--- src/rtl/clip_indicator_pkg.sv ---
// Shared constants for the clip indicator: timer and blink counter widths, channel state encoding.
// No logic of its own; zero latency.
// No flow control; constants only.
package clip_indicator_pkg;

    // Hold timer width; HOLD_CYCLES must fit in this many bits.
    localparam int TIMER_W = 24;

    // Blink half-period counter width; BLINK_CYCLES must fit in this many bits.
    localparam int BLINK_W = 16;

    // Per-channel state: IDLE while the hold timer is zero, HOLD while it runs.
    localparam logic [0:0] ST_IDLE = 1'b0;
    localparam logic [0:0] ST_HOLD = 1'b1;

endpackage

--- src/rtl/clip_channel.sv ---
// One clip channel: overrange synchronizer, rising-edge detect, retriggerable hold timer, saturating event counter, sticky flag.
// LED rises 3 cycles after the async overrange input, event count visible 3 cycles after it.
// No backpressure; the run input gates timer loads and event counting.
module clip_channel
    import clip_indicator_pkg::*;
#(
    parameter int HOLD_CYCLES = 40000,
    parameter int CNT_W       = 8
) (
    input  logic             i_clock,
    input  logic             i_reset_n,
    input  logic             i_run,
    input  logic             i_clear,
    input  logic             i_led_gate,
    input  logic             i_adc_overrange,
    output logic             o_led,
    output logic             o_clip_sticky,
    output logic [CNT_W-1:0] o_clip_count
);

    logic               r_sync1;
    logic               r_sync2;
    logic               r_ovf_prev;
    logic [TIMER_W-1:0] r_timer;
    logic [CNT_W-1:0]   r_count;
    logic               r_sticky;

    logic               w_ovf;
    logic               w_event;
    logic               w_cnt_max;
    logic [0:0]         w_state;

    assign w_ovf     = r_sync2;
    // A clip is the first synced cycle of overrange; continuous overrange counts once.
    assign w_event   = w_ovf & ~r_ovf_prev & i_run;
    assign w_cnt_max = (r_count == {CNT_W{1'b1}});
    assign w_state   = (r_timer != '0) ? ST_HOLD : ST_IDLE;

    // Two-flop synchronizer bringing the asynchronous overrange flag into the clock domain.
    always_ff @(posedge i_clock or negedge i_reset_n) begin
        if (!i_reset_n) begin
            r_sync1 <= 1'b0;
            r_sync2 <= 1'b0;
        end else begin
            r_sync1 <= i_adc_overrange;
            r_sync2 <= r_sync1;
        end
    end

    // Edge detector history; keeps tracking even while stopped so a level already high at run start is not counted.
    always_ff @(posedge i_clock or negedge i_reset_n) begin
        if (!i_reset_n) begin
            r_ovf_prev <= 1'b0;
        end else begin
            r_ovf_prev <= w_ovf;
        end
    end

    // Hold timer: reload on every overrange cycle, count down to zero otherwise, forced to zero when stopped.
    always_ff @(posedge i_clock or negedge i_reset_n) begin
        if (!i_reset_n) begin
            r_timer <= '0;
        end else if (!i_run) begin
            r_timer <= '0;
        end else if (w_ovf) begin
            r_timer <= TIMER_W'(HOLD_CYCLES);
        end else if (r_timer != '0) begin
            r_timer <= r_timer - TIMER_W'(1);
        end
    end

    // Saturating event counter and sticky flag; an event in the clear cycle wins, leaving count 1.
    always_ff @(posedge i_clock or negedge i_reset_n) begin
        if (!i_reset_n) begin
            r_count  <= '0;
            r_sticky <= 1'b0;
        end else if (i_clear) begin
            r_count  <= w_event ? CNT_W'(1) : '0;
            r_sticky <= w_event;
        end else if (w_event) begin
            r_count  <= w_cnt_max ? r_count : r_count + CNT_W'(1);
            r_sticky <= 1'b1;
        end
    end

    assign o_led         = (w_state == ST_HOLD) & i_led_gate;
    assign o_clip_sticky = r_sticky;
    assign o_clip_count  = r_count;

endmodule

--- src/rtl/clip_indicator.sv ---
// Multi-channel ADC clip indicator: per-channel hold LEDs (steady or blinking), sticky flags and saturating clip counters.
// LED asserts 3 cycles after an async overrange input; blink mode change applies the following cycle.
// No backpressure; run low blanks LEDs and ignores clips, clear zeroes counters and flags.
module clip_indicator
    import clip_indicator_pkg::*;
#(
    parameter int N_CH         = 2,
    parameter int HOLD_CYCLES  = 40000,
    parameter int BLINK_CYCLES = 5000,
    parameter int CNT_W        = 8
) (
    input  logic                  i_clock,
    input  logic                  i_reset_n,
    input  logic                  i_run,
    input  logic                  i_blink_mode,
    input  logic                  i_clear,
    input  logic [N_CH-1:0]       i_adc_overrange,
    output logic [N_CH-1:0]       o_led,
    output logic                  o_led_any,
    output logic [N_CH-1:0]       o_clip_sticky,
    output logic [N_CH*CNT_W-1:0] o_clip_count
);

    logic [BLINK_W-1:0] r_blink_cnt;
    logic               r_blink_phase;
    logic               r_blink_mode;

    logic               w_led_gate;
    logic [N_CH-1:0]    w_led;

    // Free-running blink half-period counter, independent of channel activity.
    always_ff @(posedge i_clock or negedge i_reset_n) begin
        if (!i_reset_n) begin
            r_blink_cnt   <= '0;
            r_blink_phase <= 1'b0;
        end else if (r_blink_cnt == BLINK_W'(BLINK_CYCLES - 1)) begin
            r_blink_cnt   <= '0;
            r_blink_phase <= ~r_blink_phase;
        end else begin
            r_blink_cnt   <= r_blink_cnt + BLINK_W'(1);
        end
    end

    // Registered mode select so LED outputs depend on registers only; timers are untouched by mode changes.
    always_ff @(posedge i_clock or negedge i_reset_n) begin
        if (!i_reset_n) begin
            r_blink_mode <= 1'b0;
        end else begin
            r_blink_mode <= i_blink_mode;
        end
    end

    // Steady mode lights the LED for the whole hold; blink mode only during the high phase.
    assign w_led_gate = ~r_blink_mode | r_blink_phase;

    for (genvar g = 0; g < N_CH; g++) begin : g_ch
        clip_channel #(
            .HOLD_CYCLES (HOLD_CYCLES),
            .CNT_W       (CNT_W)
        ) u_ch (
            .i_clock         (i_clock),
            .i_reset_n       (i_reset_n),
            .i_run           (i_run),
            .i_clear         (i_clear),
            .i_led_gate      (w_led_gate),
            .i_adc_overrange (i_adc_overrange[g]),
            .o_led           (w_led[g]),
            .o_clip_sticky   (o_clip_sticky[g]),
            .o_clip_count    (o_clip_count[g*CNT_W +: CNT_W])
        );
    end

    assign o_led     = w_led;
    assign o_led_any = |w_led;

endmodule

--- config.mk ---
export PLATFORM = sky130hd
export DESIGN_NAME = clip_indicator
export DESIGN_NICKNAME = d
export VERILOG_FILES = /design/src/rtl/clip_indicator_pkg.sv /design/src/rtl/clip_channel.sv /design/src/rtl/clip_indicator.sv
export SDC_FILE = /design/constraint.sdc
export NUM_CORES = 1
export LEC_CHECK = 0
export CAP_MARGIN = 5
export CORE_MARGIN = 3
export CORE_UTILIZATION = 44
export CTS_BUF_LIST = sky130_fd_sc_hd__clkbuf_8
export CTS_CLUSTER_DIAMETER = 150
export DETAILED_ROUTE_END_ITERATION = 10
export GPL_TIMING_DRIVEN = 0
export HOLD_SLACK_MARGIN = 0.12
export PLACE_DENSITY = 0.73
export SLEW_MARGIN = 20
export SYNTH_ARGS = -nofsm -noshare
export SYNTH_HDL_FRONTEND = slang
export SYNTH_SLANG_ARGS = --single-unit
--- constraint.sdc ---
create_clock -name i_clock -period 3.2 [get_ports i_clock]
set_clock_uncertainty 0.15 [all_clocks]
set_input_delay 0.64 -clock i_clock [delete_from_list [all_inputs] [get_ports i_clock]]
set_output_delay 0.64 -clock i_clock [all_outputs]
set_load 0.01 [all_outputs]
==> metrics.yaml, run 1 <==
place:
  globalplace.congestion: 0.789
  post_dp_cell_area_um2: 5060
  dp_hpwl_um: 6400
  port_buffers: 26
grt:
  met3_usage_pct: 3.04
  antenna_found_initial: 0
  grt_max_degree: 69
  grt_util_met1_pct: 23.3
  grt.busiest_layer: "met2"
  grt_pass1_vias: 3564
  grt_overflow: 0
  use_met2_pct: 28.5
  track_usage_pct: 17.2
  grt_pass1_wl_um: 16400
pwr:
  power_leakage_nw: 2.21
  power_mw: 2.63
  p_per_area_nw_per_um2: 487
  max-vdd-ir-drop_mv: 0.340
critical_path:
  cp_max_fo: 10
  regToRegEndpoint: "g_ch[0].u_ch.r_timer[22]$_DFFE_PN0P_"
  cp.required_ns: 2.41
  critPathLaunchType: "flop"
  worst-r2r-setup-slack_ns: 0.46
  reg2reg_from: "g_ch[0].u_ch.r_timer[0]$_DFFE_PN0P_"
  worstSetupEndpointType: "output pin"
  r2r.worst_path.cells: 8
  path_class: "reg2out"
  cp.arrival_ns: 2.31
run_status:
  outcome: "finished, final reports clean"
synthesis:
  netlist_area_um2: 4610
  ys_types: 50
  yosysSeqAreaShare_pct: 48.9
  synth_top_area_share_pct: 48.9
  synth_edf_count: 0
  async_reset_ff_share_pct: 100
  yosysTopAreaCell: "dfrtp_1"
  syn_nets: 478
  synthFlopType: "dfrtp_1"
  syn_avg_cell_area_um2: 9.93
  synth_seq_cells: 90
  syn_inst: 464
  synth_area_leaders: "dfrtp_1 (49%), xnor2_1 (6.5%), nor2_1 (4.6%)"
  ys_warn_count: 0
cts:
  cts-root-buf: "clkbuf_8"
  clk_pin_slew_ns: 0.10
  clock_sinks: 90
  clock_latency_ns: 0.36
  numCtsBuffers: 9
  cts_tree: "built"
  max-clock-path-buffers: 2
  cts-htree-levels: 3
timing:
  hold_violations: 0
  slew_headroom_pct: 54.1
  period_share_pct: 96.9
  period_needed_ns: 3.10
  whs_ns: 0.221
  clock.fmax_mhz: 323
  rsz0062_at_grt: "false"
  worstMarginPinSlew_ns: 0.682
  finalMaxSlewViolations: 0
  setup_tns_ns: 0
  setup_violations: 0
floorplan:
  initial_core_util_pct: 46.1
  io_pins: 28
  die_h_um: 108
  die_w_um: 108
  coreArea_um2: 10000
  row_count: 36
  dieArea_um2: 11700
detailed_routing:
  drtAntennaViolNets: 0
  viasPerCell: 5.50
  drt-total-wl_um: 9370
  drt_iter0_drc: 196
  routed_wire_length_per_instance_um: 14.5
  num_vias: 3567
  drc: 0
  firstDrtPassIters: 5
min_path:
  hold_path_end: "g_ch[1].u_ch.r_sync2$_DFF_PN0_"
  hp-class: "reg2reg"
  hp-start: "g_ch[1].u_ch.r_sync1$_DFF_PN0_"
  hold_depth: 0
cells_and_area:
  stdcell_area_um2: 5400
  area_growth_pct: 17.0
  utilization_pct: 54.0
  layout.nets: 524
  final_common_cell: "dfrtp_1"
  drive_gt1_share_pct: 11.8
  diodes: 0
  layout_common_cells: "dfrtp_1 (90), nor2_1 (55), xnor2_1 (34)"
run:
  cap_violations: 0
[registers in the layout, summed over array words and instances (netlist names)]
name,flops
g_ch.u_ch.o_clip_count,16
g_ch.u_ch.o_clip_sticky,2
g_ch.u_ch.r_ovf_prev,2
g_ch.u_ch.r_sync1,2
g_ch.u_ch.r_sync2,2
g_ch.u_ch.r_timer,48
r_blink_cnt,16
r_blink_mode,1
r_blink_phase,1
[metal layers]
metal	wire length (um)	up-vias
met5	0	-
met4	104	0
met3	285	10
met2	4540	68
met1	4440	1751
li1	-	1738
[synthesized netlist by cell type (10+ instances only)]
| cell | number |
|---|---|
| dfrtp_1 | 90 |
| nor2_1 | 56 |
| xnor2_1 | 34 |
| nand2_1 | 27 |
| a21oi_1 | 25 |
| o21ai_0 | 20 |
| nor3_1 | 19 |
| xor2_1 | 18 |
| or3_1 | 15 |
| clkbuf_1 | 14 |
| nand3_1 | 13 |
| inv_1 | 10 |
| or4_1 | 10 |
[cell type report]
| type | count | area, um2 |
|---|---|---|
| inverters | 10 | 37.5 |
| well taps | 133 | 166 |
| flip-flops and latches | 90 | 2250 |
| clock buffers | 9 | 124 |
| repair buffers | 35 | 348 |
| plain buffers | 22 | 116 |
| clock inverters | 7 | 82.6 |
| fillers | 912 | 4600 |
| multi-input cells | 342 | 2270 |
[how the worst max path moves through the flow]
stage | endpoint | depth (start not counted) | slack [ns] | from
global route | o_led[0] | 7 | 0.007 | g_ch[0].u_ch.r_timer[4]$_DFFE_PN0P_
CTS | o_led_any | 8 | 0.04 | g_ch[1].u_ch.r_timer[0]$_DFFE_PN0P_
floorplan | o_led[1] | 8 | 0.36 | g_ch[1].u_ch.r_timer[0]$_DFFE_PN0P_
finish | o_led[0] | 7 | 0.1 | g_ch[0].u_ch.r_timer[19]$_DFFE_PN0P_
global placement | g_ch[0].u_ch.r_timer[19]$_DFFE_PN0P_ | 1 | -1.97 | i_reset_n
detailed placement | o_led[1] | 7 | -0.36 | g_ch[1].u_ch.r_timer[14]$_DFFE_PN0P_
[per-stage QoR]
step / std cells / setup slack, ns
2_1_floorplan: 464 / 0.365
3_3_place_gp: 623 / -1.97
3_5_place_dp: 624 / -0.362
4_1_cts: 648 / 0.0362
5_1_grt: 648 / 0.00695
6_report: 648 / 0.0993
[power breakdown]
group | total, mW | switching [mW] | internal (mW)
registers | 1.26 | 0.0711 | 1.19
clock network | 0.809 | 0.434 | 0.375
logic | 0.555 | 0.311 | 0.244
total | 2.63 | 0.816 | 1.81
[logic make-up after synthesis]
group           count (synthesis)  share of synthesized area [%]
compound gates                 68                           8.99
xor+xnor                       52                           9.88
fa+ha+maj                       7                           1.90
buf+inv                        32                           3.04
flops                          90                           48.9
mux                             2                          0.461
simple gates                  213                           26.9
[critical path: stages, from the launching register on]
cell and delay, ns:
dfrtp_1 0.41, or4_4 0.56, nand3b_1 0.21, clkbuf_8 0.20, nor2_4 0.11, nor2_1 0.06
buf_4 0.13, dlygate4sd2_1 0.27
[timing repair]
action / CTS / global route
buffers inserted: 7 / 0
setup endpoints to repair: 3 / 3
hold endpoints to repair: 22 / 0
hold buffers: 1 / 0
gates resized for setup: 18 / 3
pin swaps: 3 / 1
Note: power is estimated with default switching activity, not from simulation.
==> run 2, diff against run 1 <==
--- a/config.mk
+++ b/config.mk
@@ -5,7 +5,7 @@
 export SDC_FILE = /design/constraint.sdc
 export NUM_CORES = 1
 export LEC_CHECK = 0
-export CAP_MARGIN = 5
+export CAP_MARGIN = 20
 export CORE_MARGIN = 3
 export CORE_UTILIZATION = 44
 export CTS_BUF_LIST = sky130_fd_sc_hd__clkbuf_8
@@ -13,7 +13,7 @@
 export DETAILED_ROUTE_END_ITERATION = 10
 export GPL_TIMING_DRIVEN = 0
 export HOLD_SLACK_MARGIN = 0.12
-export PLACE_DENSITY = 0.73
+export PLACE_DENSITY = 0.64
 export SLEW_MARGIN = 20
 export SYNTH_ARGS = -nofsm -noshare
 export SYNTH_HDL_FRONTEND = slang
==> run 2 against run 1 <==
Final area increased by 0.67%. Hold slack got worse by 0.016 ns. Die area unchanged. Clock-buffer cell count increased by 2. Non-clock buffer count increased by 2. Maximum frequency increased by 0.13%. Largest cell class unchanged. Highest routed layer unchanged.
==> metrics.yaml, run 2 (synthesized netlist as in run 1, its figures left out) <==
cells_and_area:
  final_common_cell: "dfrtp_1"
  layout.nets: 526
  drive_gt1_share_pct: 12.0
  max_flop_register: "g_ch.u_ch.r_timer"
  fill_cells: 905
  largest_register_ffs: 48
  layoutNonFillerInstCount: 650
  diodes: 0
  stdcell_area_um2: 5430
  layout_common_cells: "dfrtp_1 (90), nor2_1 (55), xnor2_1 (34)"
  area_growth_pct: 17.8
pwr:
  power_leakage_nw: 2.23
  power_mw: 2.70
  p_per_area_nw_per_um2: 497
  max-vdd-ir-drop_mv: 0.271
detailed_routing:
  drtAntennaViolNets: 0
  firstDrtPassIters: 6
  drt_iter0_drc: 232
  num_vias: 3536
  drt-total-wl_um: 9280
  viasPerCell: 5.44
  routed_wire_length_per_instance_um: 14.3
  drc: 0
cts:
  numCtsBuffers: 9
  clock_latency_ns: 0.35
  clock_sinks: 90
  cts-htree-levels: 3
  cts_tree: "built"
  clk_pin_slew_ns: 0.08
  max-clock-path-buffers: 2
  cts-root-buf: "clkbuf_8"
timing:
  hold_violations: 0
  clock.fmax_mhz: 323
  setup_tns_ns: 0
  finalMaxSlewViolations: 0
  worstMarginPinSlew_ns: 0.679
  period_needed_ns: 3.10
  period_share_pct: 96.8
  slew_headroom_pct: 54.4
  whs_ns: 0.206
  setup_violations: 0
grt:
  track_usage_pct: 17.1
  grt_pass1_vias: 3498
  grt_pass1_wl_um: 16300
  grt_max_degree: 57
  antenna_found_initial: 0
  grt_overflow: 0
min_path:
  hp-class: "reg2reg"
floorplan:
  io_pins: 28
  die_w_um: 108
  dieArea_um2: 11700
  initial_core_util_pct: 46.1
  coreArea_um2: 10000
  die_h_um: 108
  row_count: 36
critical_path:
  slowest_delay_ns: 0.55
  path_cells: "or4_4 -> nand3b_1 -> buf_8 -> nor2_4 -> nor2_1 -> buf_4 -> dlygate4sd2_1"
  cp.arrival_ns: 2.31
  path_class: "reg2out"
  cp_max_fo: 7
  critPathLaunchType: "flop"
  slowest_stage: "or4_4"
  cp.required_ns: 2.41
  critPathTopFamily: "simple AND/OR/NAND/NOR gates"
  cp_num_buf_inv: 3
  worstSetupEndpointType: "output pin"
run_status:
  outcome: "finished, final reports clean"
place:
  dp.cells: 624
  port_buffers: 26
  globalplace.congestion: 0.824
  dp_hpwl_um: 6380
  post_dp_cell_area_um2: 5060
run:
  cap_violations: 0
==> run 2: power by group <==
group	switching [mW]	leakage, nW	internal (mW)
clock network	0.389	0.121	0.480
logic	0.312	0.915	0.255
registers	0.0707	1.20	1.19
total	0.772	2.23	1.93
==> run 2: per-stage QoR <==
stage	util [%]	setup slack, ns
floorplan	-	0.365
global placement	50.4	-1.98
detailed placement	50.7	-0.338
CTS	53.8	0.0304
global route	54.3	-0.0107
finish	54.3	0.103
==> run 2: layout make-up <==
cell class                 count  area [um2]  share of cell area, %
buffer                        22         114                   2.10
clock buffer                  11         151                   2.79
clock inverter                 5        77.6                   1.43
inverter                      10        37.5                  0.691
multi-input combinational    342        2270                   41.8
sequential                    90        2250                   41.5
tap                          133         166                   3.06
timing repair buffer          37         363                   6.68
==> run 2: routing by layer <==
metal  share of wire [%]  GRT usage (%)  vias to the layer above
met5                   0              0                        -
met4                0.68           3.34                        0
met3                 3.0           4.24                        6
met2                  48           27.7                       42
met1                  48           23.5                     1756
li1                    -              -                     1732
==> run 2: worst paths after layout <==
path / depth (start not counted) / from / slack [ns] / end
max in group asynchronous: 3 / i_reset_n / 1.73 / r_blink_cnt[14]$_DFF_PN0_
worst max register to register: 8 / g_ch[0].u_ch.r_timer[0]$_DFFE_PN0P_ / 0.50 / g_ch[0].u_ch.r_timer[22]$_DFFE_PN0P_
worst max-delay path: 7 / g_ch[0].u_ch.r_timer[18]$_DFFE_PN0P_ / 0.10 / o_led[0]
worst min register to register: 0 / g_ch[1].u_ch.r_sync1$_DFF_PN0_ / 0.21 / g_ch[1].u_ch.r_sync2$_DFF_PN0_
min in group asynchronous: 2 / i_reset_n / 0.59 / g_ch[0].u_ch.r_timer[19]$_DFFE_PN0P_
worst min-delay path: 0 / g_ch[1].u_ch.r_sync1$_DFF_PN0_ / 0.21 / g_ch[1].u_ch.r_sync2$_DFF_PN0_
==> run 2: what timing repair did <==
| action | 4_1_cts | 5_1_grt |
|---|---|---|
| pin swaps | 3 | 3 |
| buffers inserted | 4 | 5 |
| endpoints found under the setup margin | 3 | 3 |
| gates resized for setup | 17 | 3 |
| hold endpoints to repair | 34 | 0 |
| hold buffers | 1 | 0 |
==> run 3, diff against run 2 <==
--- a/config.mk
+++ b/config.mk
@@ -13,8 +13,8 @@
 export DETAILED_ROUTE_END_ITERATION = 10
 export GPL_TIMING_DRIVEN = 0
 export HOLD_SLACK_MARGIN = 0.12
-export PLACE_DENSITY = 0.64
-export SLEW_MARGIN = 20
+export PLACE_DENSITY = 0.58
+export SLEW_MARGIN = 0
 export SYNTH_ARGS = -nofsm -noshare
 export SYNTH_HDL_FRONTEND = slang
 export SYNTH_SLANG_ARGS = --single-unit
==> constraint.sdc (replaced) <==
create_clock -name i_clock -period 3.4 [get_ports i_clock]
set_clock_uncertainty 0.15 [all_clocks]
set_input_delay 0.68 -clock i_clock [delete_from_list [all_inputs] [get_ports i_clock]]
set_output_delay 0.68 -clock i_clock [all_outputs]
set_load 0.01 [all_outputs]
==> run 3 against run 2 <==
Critical path depth stayed put. Combinational power is 9.5% lower. Final cell count is 0.77% lower. Via count is 1.8% lower. Clock-buffer cell count stayed put. Core utilization is 0.43 points lower. Sequential power is 6% lower. Non-clock buffer count is 5 lower. Critical path type unchanged. Sequential share of layout area is 0.33 points higher. Setup slack better by 0.054 ns.
==> metrics.yaml, run 3 (synthesized netlist as in run 1, its figures left out) <==
critical_path:
  worst-r2r-setup-slack_ns: 0.71
  worstSetupEndpointType: "output pin"
  slowest_delay_ns: 0.59
  cp.arrival_ns: 2.41
  crit_cells: 7
  path_class: "reg2out"
  reg2reg_from: "g_ch[0].u_ch.r_timer[0]$_DFFE_PN0P_"
  r2r.worst_path.cells: 8
  critPathLaunchType: "flop"
  cp_num_buf_inv: 3
  path_cells: "or4_1 -> nor4_4 -> and2_0 -> buf_4 -> nor2_1 -> buf_4 -> dlygate4sd2_1"
  slowest_stage: "or4_1"
  cp_max_fo: 7
  critPathTopFamily: "simple AND/OR/NAND/NOR gates"
  regToRegEndpoint: "g_ch[0].u_ch.r_timer[22]$_DFFE_PN0P_"
  path_common_cell: "buf_4"
  cp.required_ns: 2.57
pwr:
  max-vdd-ir-drop_mv: 0.294
  p_per_area_nw_per_um2: 469
  power_leakage_nw: 2.21
  power_mw: 2.53
min_path:
  hp-class: "reg2reg"
  hold_depth: 0
  hold_path_end: "g_ch[0].u_ch.r_sync2$_DFF_PN0_"
  hp-start: "g_ch[0].u_ch.r_sync1$_DFF_PN0_"
cts:
  max-clock-path-buffers: 2
  clk_pin_slew_ns: 0.08
  clock_sinks: 90
  cts_tree: "built"
  cts-htree-levels: 3
  clock_latency_ns: 0.36
  cts-root-buf: "clkbuf_8"
  numCtsBuffers: 9
timing:
  worstMarginPinSlew_ns: 0.703
  hold_violations: 0
  period_needed_ns: 3.24
  rsz0062_at_grt: "false"
  finalMaxSlewViolations: 0
  clock.fmax_mhz: 308
  setup_violations: 0
  slew_headroom_pct: 52.7
  period_share_pct: 95.4
floorplan:
  die_h_um: 108
  initial_core_util_pct: 46.1
  coreArea_um2: 10000
  row_count: 36
  dieArea_um2: 11700
  die_w_um: 108
  io_pins: 28
detailed_routing:
  firstDrtPassIters: 4
  viasPerCell: 5.38
  drc: 0
  drt_iter0_drc: 150
  drt-total-wl_um: 9290
  routed_wire_length_per_instance_um: 14.4
  drtAntennaViolNets: 0
  num_vias: 3472
run:
  cap_violations: 0
grt:
  grt_pass1_vias: 3489
  antenna_found_initial: 0
  grt_pass1_wl_um: 16600
  grt_overflow: 0
  grt_max_degree: 64
  track_usage_pct: 17.6
cells_and_area:
  area_growth_pct: 16.9
  layout.nets: 521
  largest_register_ffs: 48
  diodes: 0
  drive_gt1_share_pct: 10.9
  layout_common_cells: "dfrtp_1 (90), nor2_1 (55), xnor2_1 (34)"
  max_flop_register: "g_ch.u_ch.r_timer"
  layoutNonFillerInstCount: 645
  final_common_cell: "dfrtp_1"
run_status:
  outcome: "finished, final reports clean"
place:
  globalplace.congestion: 0.818
  port_buffers: 26
  dp_hpwl_um: 6370
  dp.cells: 624
## run 3: stage by stage
step                      setup TNS [ns]  setup slack [ns]  hold WS, ns  area [um2]  util, %
after floorplan                        0             0.525        0.181        4610        -
after global placement           -172.38             -1.92        0.184        5040     50.4
after detailed placement          -0.351            -0.212        0.185        5060     50.6
after CTS                              0            0.0126        0.205        5380     53.8
after global routing                   0           0.00885        0.231        5390     53.9
final                                  0             0.157        0.204        5390     53.9
## run 3: worst max path at each step
stage                                         start                   endpoint  slack [ns]
2_1_floorplan   g_ch[1].u_ch.r_timer[0]$_DFFE_PN0P_                   o_led[1]        0.52
3_3_place_gp                              i_reset_n  r_blink_cnt[12]$_DFF_PN0_       -1.92
3_5_place_dp   g_ch[1].u_ch.r_timer[14]$_DFFE_PN0P_                   o_led[1]       -0.21
4_1_cts        g_ch[0].u_ch.r_timer[19]$_DFFE_PN0P_                   o_led[0]        0.01
5_1_grt        g_ch[1].u_ch.r_timer[18]$_DFFE_PN0P_                   o_led[1]       0.009
6_report       g_ch[1].u_ch.r_timer[14]$_DFFE_PN0P_                   o_led[1]        0.16
## run 3: what timing repair did
action,CTS,global route
buffers inserted,4,0
hold endpoints to repair,27,0
gates resized for setup,14,5
hold buffers,1,0
pin swaps,2,2
endpoints found under the setup margin,3,2
## run 3: worst reg2reg max path: stages (launching register included)
cell	delay, ns
dfrtp_1	0.39
inv_1	0.11
ha_1	0.19
or3b_2	0.44
clkbuf_1	0.22
nor4_4	0.23
o21ai_0	0.28
nor4b_1	0.40
mux2i_1	0.22
## run 3: cell type report
| class | count | area [um2] |
|---|---|---|
| clock inverter | 5 | 77.6 |
| clock buffer | 11 | 151 |
| inverter | 10 | 37.5 |
| multi-input combinational | 342 | 2270 |
| sequential | 90 | 2250 |
| tap | 133 | 166 |
| fill | 939 | 4610 |
| timing repair buffer | 32 | 320 |
| buffer | 22 | 115 |
## run 3: routing by layer
metal	part of all wire, %	track usage, %
met1	48	23.2
met2	48	29.0
met3	2.5	3.76
met4	1.4	5.95
met5	0	0
## run 3: where the power goes
part,switching [mW],internal [mW],total (mW)
clock,0.370,0.452,0.822
sequential,0.0692,1.12,1.19
combinational,0.286,0.228,0.514
total,0.725,1.80,2.53
